File: src/rtl/pin_serializer.sv
`default_nettype none
// ============================================================================
//  Module   : pin_serializer
//  Purpose  : Takes one ROM-read, SRAM-read or SRAM-write command from the
//             core and shifts the address and write data out MSB-first on
//             single-bit pins. Each active phase is tagged on Dtype_o. A
//             write ends with a one-cycle active-low write-enable strobe.
//             Every command ends with a one-cycle done pulse.
//  Ports    : clk, reset (async, active-high)
//             cmd_valid / cmd_ready            - command handshake
//             cmd_type, cmd_rom_addr,
//             cmd_sram_addr, cmd_wdata         - command fields
//             done                             - completion pulse
//             rom_a_o, sram_a_o, sram_d_o      - serial pins (0 when idle)
//             sram_wen_o                       - SRAM write enable, active-low
//             Dtype_o                          - phase tag (0/1/2/3)
//  Options  : PIN_SER_GUARD_EN - when defined, one quiet guard cycle is
//             inserted between the address and data phases of a write.
//  Revision : 1.0 - initial release
// ============================================================================
module pin_serializer #(
    parameter int ROM_AW  = 7,
    parameter int SRAM_AW = 10,
    parameter int DW      = 8
) (
    input  logic               clk,
    input  logic               reset,
    input  logic               cmd_valid,
    output logic               cmd_ready,
    input  logic [1:0]         cmd_type,
    input  logic [ROM_AW-1:0]  cmd_rom_addr,
    input  logic [SRAM_AW-1:0] cmd_sram_addr,
    input  logic [DW-1:0]      cmd_wdata,
    output logic               done,
    output logic               rom_a_o,
    output logic               sram_a_o,
    output logic               sram_d_o,
    output logic               sram_wen_o,
    output logic [1:0]         Dtype_o
);

    localparam int AW   = (ROM_AW > SRAM_AW) ? ROM_AW : SRAM_AW;
    localparam int MAXW = (AW > DW) ? AW : DW;
    localparam int CW   = $clog2(MAXW) + 1;

    localparam logic [1:0] C_ROM_RD  = 2'd0;
    localparam logic [1:0] C_SRAM_WR = 2'd2;
    localparam logic [1:0] C_RSVD    = 2'd3;

    typedef enum logic [2:0] {
        S_IDLE  = 3'd0,
        S_ADDR  = 3'd1,
        S_DATA  = 3'd2,
        S_WRITE = 3'd3,
        S_DONE  = 3'd4,
        S_GUARD = 3'd5
    } state_t;

    state_t         state_q, state_d;
    logic [CW-1:0]  cnt_q, cnt_d;
    logic [1:0]     type_q, type_d;
    logic [AW-1:0]  addr_q, addr_d;
    logic [DW-1:0]  data_q, data_d;

    logic           done_q, done_d;
    logic           rom_a_q, rom_a_d;
    logic           sram_a_q, sram_a_d;
    logic           sram_d_q, sram_d_d;
    logic           wen_q, wen_d;
    logic [1:0]     dtype_q, dtype_d;

    logic           accept;
    logic           is_rom_d;

    assign cmd_ready = (state_q == S_IDLE);
    assign accept    = cmd_valid & cmd_ready;

    // Next-state, bit counter and shift registers. The counter holds the
    // number of bits still to show in the current phase, including the one
    // on the pin now, so a phase ends when it reads 1.
    always_comb begin
        state_d = state_q;
        cnt_d   = cnt_q;
        type_d  = type_q;
        addr_d  = addr_q;
        data_d  = data_q;
        case (state_q)
            S_IDLE: begin
                if (accept) begin
                    type_d = cmd_type;
                    data_d = cmd_wdata;
                    if (cmd_type == C_RSVD) begin
                        state_d = S_DONE;
                    end else begin
                        state_d = S_ADDR;
                        // Left-align the address so the pin always takes the MSB.
                        if (cmd_type == C_ROM_RD) begin
                            addr_d = AW'(cmd_rom_addr) << (AW - ROM_AW);
                            cnt_d  = CW'(ROM_AW);
                        end else begin
                            addr_d = AW'(cmd_sram_addr) << (AW - SRAM_AW);
                            cnt_d  = CW'(SRAM_AW);
                        end
                    end
                end
            end
            S_ADDR: begin
                if (cnt_q == CW'(1)) begin
                    if (type_q == C_SRAM_WR) begin
`ifdef PIN_SER_GUARD_EN
                        state_d = S_GUARD;
`else
                        state_d = S_DATA;
                        cnt_d   = CW'(DW);
`endif
                    end else begin
                        state_d = S_DONE;
                    end
                end else begin
                    addr_d = addr_q << 1;
                    cnt_d  = cnt_q - CW'(1);
                end
            end
            S_GUARD: begin
                state_d = S_DATA;
                cnt_d   = CW'(DW);
            end
            S_DATA: begin
                if (cnt_q == CW'(1)) begin
                    state_d = S_WRITE;
                end else begin
                    data_d = data_q << 1;
                    cnt_d  = cnt_q - CW'(1);
                end
            end
            S_WRITE: state_d = S_DONE;
            S_DONE:  state_d = S_IDLE;
            default: state_d = S_IDLE;
        endcase
    end

    // Pin values are derived from the next state so that the output flops
    // present each bit in the same cycle as the state it belongs to.
    always_comb begin
        is_rom_d = (type_d == C_ROM_RD);
        rom_a_d  = 1'b0;
        sram_a_d = 1'b0;
        sram_d_d = 1'b0;
        dtype_d  = 2'd0;
        wen_d    = (state_d != S_WRITE);
        done_d   = (state_d == S_DONE);
        if (state_d == S_ADDR) begin
            if (is_rom_d) begin
                rom_a_d = addr_d[AW-1];
                dtype_d = 2'd1;
            end else begin
                sram_a_d = addr_d[AW-1];
                dtype_d  = 2'd2;
            end
        end else if (state_d == S_DATA) begin
            sram_d_d = data_d[DW-1];
            dtype_d  = 2'd3;
        end
    end

    always_ff @(posedge clk or posedge reset) begin
        if (reset) begin
            state_q  <= S_IDLE;
            cnt_q    <= '0;
            type_q   <= '0;
            addr_q   <= '0;
            data_q   <= '0;
            done_q   <= 1'b0;
            rom_a_q  <= 1'b0;
            sram_a_q <= 1'b0;
            sram_d_q <= 1'b0;
            wen_q    <= 1'b1;
            dtype_q  <= 2'd0;
        end else begin
            state_q  <= state_d;
            cnt_q    <= cnt_d;
            type_q   <= type_d;
            addr_q   <= addr_d;
            data_q   <= data_d;
            done_q   <= done_d;
            rom_a_q  <= rom_a_d;
            sram_a_q <= sram_a_d;
            sram_d_q <= sram_d_d;
            wen_q    <= wen_d;
            dtype_q  <= dtype_d;
        end
    end

    assign done       = done_q;
    assign rom_a_o    = rom_a_q;
    assign sram_a_o   = sram_a_q;
    assign sram_d_o   = sram_d_q;
    assign sram_wen_o = wen_q;
    assign Dtype_o    = dtype_q;

endmodule
`default_nettype wire

File: config.mk
export PLATFORM = sky130hd
export DESIGN_NAME = pin_serializer
export DESIGN_NICKNAME = d
export VERILOG_FILES = /design/src/rtl/pin_serializer.sv
export SDC_FILE = /design/constraint.sdc
export NUM_CORES = 1
export LEC_CHECK = 0
export CAP_MARGIN = 25
export CELL_PAD_IN_SITES_DETAIL_PLACEMENT = 1
export CELL_PAD_IN_SITES_GLOBAL_PLACEMENT = 2
export CORE_ASPECT_RATIO = 1.75
export CORE_MARGIN = 1.5
export CORE_UTILIZATION = 34
export DETAILED_ROUTE_END_ITERATION = 8
export GPL_ROUTABILITY_DRIVEN = 0
export PLACE_DENSITY_LB_ADDON = 0.1
export SETUP_SLACK_MARGIN = 0.4
export SLEW_MARGIN = 20
export SYNTH_ARGS = -nofsm -noshare
export SYNTH_HDL_FRONTEND = slang
export SYNTH_SLANG_ARGS = --single-unit
File: constraint.sdc
create_clock -name clk -period 3.9 [get_ports clk]
set_clock_uncertainty 0.15 [all_clocks]
set_input_delay 0.78 -clock clk [delete_from_list [all_inputs] [get_ports clk]]
set_output_delay 0.78 -clock clk [all_outputs]
set_load 0.02 [all_outputs]
==> summary.txt <==
Clock tree
  – CTS tree: built
  – Clock-pin slew on the worst setup and hold paths: 0.07 ns
  – # clock sinks: 34
  – CTS Buf Count: 5
  – Root Driver: clkbuf_8
  – Post_cts resized: 0
  – Post-CTS Setup Repair Bufs: 0
  – Skew-Pair Late Insertion Delay: 0.29 ns
  – Clk buf depth: 2
  – H-tree levels: 2
  – Hold buffers post-CTS: 0

Setup path
  – Worst Setup Path Type: input pin to register
  – Register-to-register setup slack: 1.34 ns
  – CP max FO: 12
  – Worst EP arrival: 3.01 ns
  – Capture point of the worst path: addr_q[3]$_DFFE_PP0P_
  – CP max-delay cell: clkdlybuf4s50_1
  – CP Cell Sequence: clkdlybuf4s50_1 -> a21boi_0 -> mux2i_1 -> or3_1 -> a221o_1
  – Nature of the critical path endpoint: register
  – CP required: 3.92 ns
  – Slowest stage delay, CP: 0.64 ns
  – Critical path launch point type: input pin
  – Crit path from: cmd_type[1]
  – Cells on worst reg2reg path: 6
  – Reg-to-reg endpoint: cnt_q[1]$_DFFE_PP0P_
  – Reg2reg start: cnt_q[1]$_DFFE_PP0P_

Run
  – Max Cap Viol: 0

Placement
  – Port Buffers: 37
  – DP Wirelength: 3580 µm
  – Dpl cell area: 0.00224 mm²
  – Placed cells: 267

Finish
  – Area delta synth->final: 28.7%
  – Share of layout cells above drive strength 1: 9.09%
  – Nets: 251
  – Commonest non-fill, non-tap cell in the layout: clkdlybuf4s50_1
  – Commonest non-fill, non-tap cells in the layout: 37 x clkdlybuf4s50_1, 33 x dfrtp_1, 23 x nand2_1
  – Final instance area: 0.00234 mm²
  – Fillcell total: 601
  – # diodes: 0
  – Final std cells w/o fill: 275

STA
  – Setup TNS: 0 ns
  – Fmax: 335 MHz
  – Final period util: 76.5%
  – Worst-margin pin slew: 1.00 ns
  – RSZ-0062 raised after global routing: false
  – Final min period: 2.98 ns
  – # setup viols final: 0
  – Max Slew Vio Count: 0
  – Final hold violation count: 0
  – Relative slew slack: 32.7%

Detailed routing
  – Final ANT Viol Nets: 0
  – DRT iter0 DRCs: 38
  – DR DRC count: 0
  – Post-Route WL: 4740 µm
  – Vias after detailed routing: 1545
  – Via density: 5.62
  – Drt pass-1 iters: 4
  – WL per Instance: 17.2 µm

Floorplan
  – DIE AREA: 0.00582 mm²
  – I/O pin count: 38
  – FP Rows: 35
  – Core Region: 0.00521 mm²
  – Starting Density: 35.0%
  – Die X-Extent: 58.3 µm
  – Die height: 99.8 µm

Synthesis
  – Synth Area per Inst: 10.0 µm²
  – Post-Syn Area: 0.00182 mm²
  – Top_reg_cell synth: dfrtp_1
  – Main combinational cell family by area after synthesis: compound AO/OA/AOI/OAI gates
  – Post-synth EDFFs: 0
  – Synthesized instance count: 182
  – XOR/XNOR Fraction of Synth Area: 0.962%
  – Yosys reg bits: 34
  – Dominant cell type by area after synthesis: dfrtp_1
  – Synth Area in Simple Gates: 17.1%
  – Syn_nets: 214
  – Area contributors post-synth: dfrtp_1 45%, nand2_1 4.7%, mux2i_1 4.4%
  – Adder-cell share of the synthesized area: 1.37%
  – Yosys Warn Count: 0
  – Library cells used by synthesis: 45
  – Ys async rst share: 100%
  – Post-synthesis compound-gate area fraction: 24.2%
  – Post-synthesis mux area share: 5.63%
  – Post-synthesis sequential area ratio: 46.8%
  – Share of Yosys cell area claimed by the top area cell type: 45.3%

GRT
  – Total GRT Usage: 17.6%
  – Overflow after GRT: 0
  – First-pass GRT wire length: 7780 µm
  – Vias in the first global route: 1618
  – Initial antenna violation count: 0
  – Largest net degree at the start of global routing: 35

Power and ir drop
  – Sequential share of power: 34.8%
  – Internal power: 0.00109 W
  – Power share of the combinational group: 47.9%
  – Total power: 0.00184 W
  – Max IR drop VDD: 0.281 mV
  – PD cells: 786 mW/mm²
  – Switching share of power: 40.8%
  – Clock power share: 17.3%
  – Pleak: 1.04 nW
  – Net Switching: 0.000751 W

Hold path
  – Hold Path Class: register to register

Run status
  – Status: completed
-- flip-flops by register name (all words and copies together), names as in the netlist --
register and flops:
addr_q 9, data_q 8, cnt_q 5, state_q 3
Dtype_o 2, type_q 2, done 1, rom_a_o 1
sram_a_o 1, sram_d_o 1, sram_wen_o 1
-- stage by stage --
stage	utilization [%]	worst slack (ns)	hold WS [ns]
2_1_floorplan	-	1.55	0.288
3_3_place_gp	43.0	0.701	0.303
3_5_place_dp	43.0	0.661	0.313
4_1_cts	45.0	0.861	0.331
5_1_grt	45.0	0.818	0.356
6_report	45.0	0.916	0.328
-- layer usage --
layer / GRT usage [%] / part of all wire, % / wire length, µm / up-vias
met4: 6.44 / 1.8 / 86 / 0
met2: 33.4 / 58 / 2760 / 29
met3: 2.71 / 2.7 / 130 / 6
met5: 0 / 0 / 0 / -
li1: - / - / - / 744
met1: 18.9 / 37 / 1770 / 766
-- critical path: cells and delay by family --
| family | cells | cell delay (ns) |
|---|---|---|
| multiplexers | 1 | 0.14 |
| buffers and inverters | 1 | 0.64 |
| AO/OA/AOI/OAI | 2 | 0.93 |
| AND/OR/NAND/NOR | 1 | 0.52 |
-- cell usage after synthesis (2+ instances only) --
library cell and number:
a211oi_1 2, a21o_1 3, a21oi_1 8, a221o_1 7
a22o_1 3, a22oi_1 6, a2bb2oi_1 7, and3_1 2
buf_2 6, clkbuf_1 4, dfrtp_1 33, ha_1 2
inv_1 7, mux2i_1 8, nand2_1 23, nand2b_1 3
nor2_1 15, nor2b_1 2, nor3_1 3, nor4b_2 2
o21ai_0 7, o31ai_1 3, or3_1 2, or4b_2 2
xnor2_1 2
-- how the worst min path moves through the flow --
| stage | depth (start not counted) | startpoint | to |
|---|---|---|---|
| global route | 2 | data_q[6]$_DFFE_PP0P_ | data_q[6]$_DFFE_PP0P_ |
| finish | 2 | data_q[6]$_DFFE_PP0P_ | data_q[6]$_DFFE_PP0P_ |
| floorplan | 2 | data_q[6]$_DFFE_PP0P_ | data_q[6]$_DFFE_PP0P_ |
| global placement | 2 | data_q[6]$_DFFE_PP0P_ | data_q[6]$_DFFE_PP0P_ |
| detailed placement | 2 | data_q[6]$_DFFE_PP0P_ | data_q[6]$_DFFE_PP0P_ |
| CTS | 2 | data_q[6]$_DFFE_PP0P_ | data_q[6]$_DFFE_PP0P_ |
-- power by group through the flow --
stage,clock network (W),logic (W),registers [W]
after global routing,0.000341,0.000992,0.000665
after CTS,0.000329,0.000895,0.000644
final,0.000319,0.000882,0.000642
after global placement,0,0.000850,0.000645
after detailed placement,0,0.000890,0.000648
after floorplan,0,0.000650,0.000615
-- cells by family after synthesis --
logic type               after synthesis
adder cells (fa/ha/maj)                2
AND/OR/NAND/NOR                       60
AO/OA/AOI/OAI                         57
flip-flops                            34
buffers and inverters                 17
XOR/XNOR                               2
multiplexers                          10
-- layout make-up --
cell class,instances,area (µm²),area share (%)
Clock buffer,7,76.3,3.26
Clock inverter,1,30.0,1.28
Inverter,7,26.3,1.12
Multi-Input combinational cell,131,898,38.3
Sequential cell,34,852,36.3
Tap cell,55,68.8,2.93
Timing Repair Buffer,40,393,16.8
Note: power is estimated with default switching activity, not from simulation.
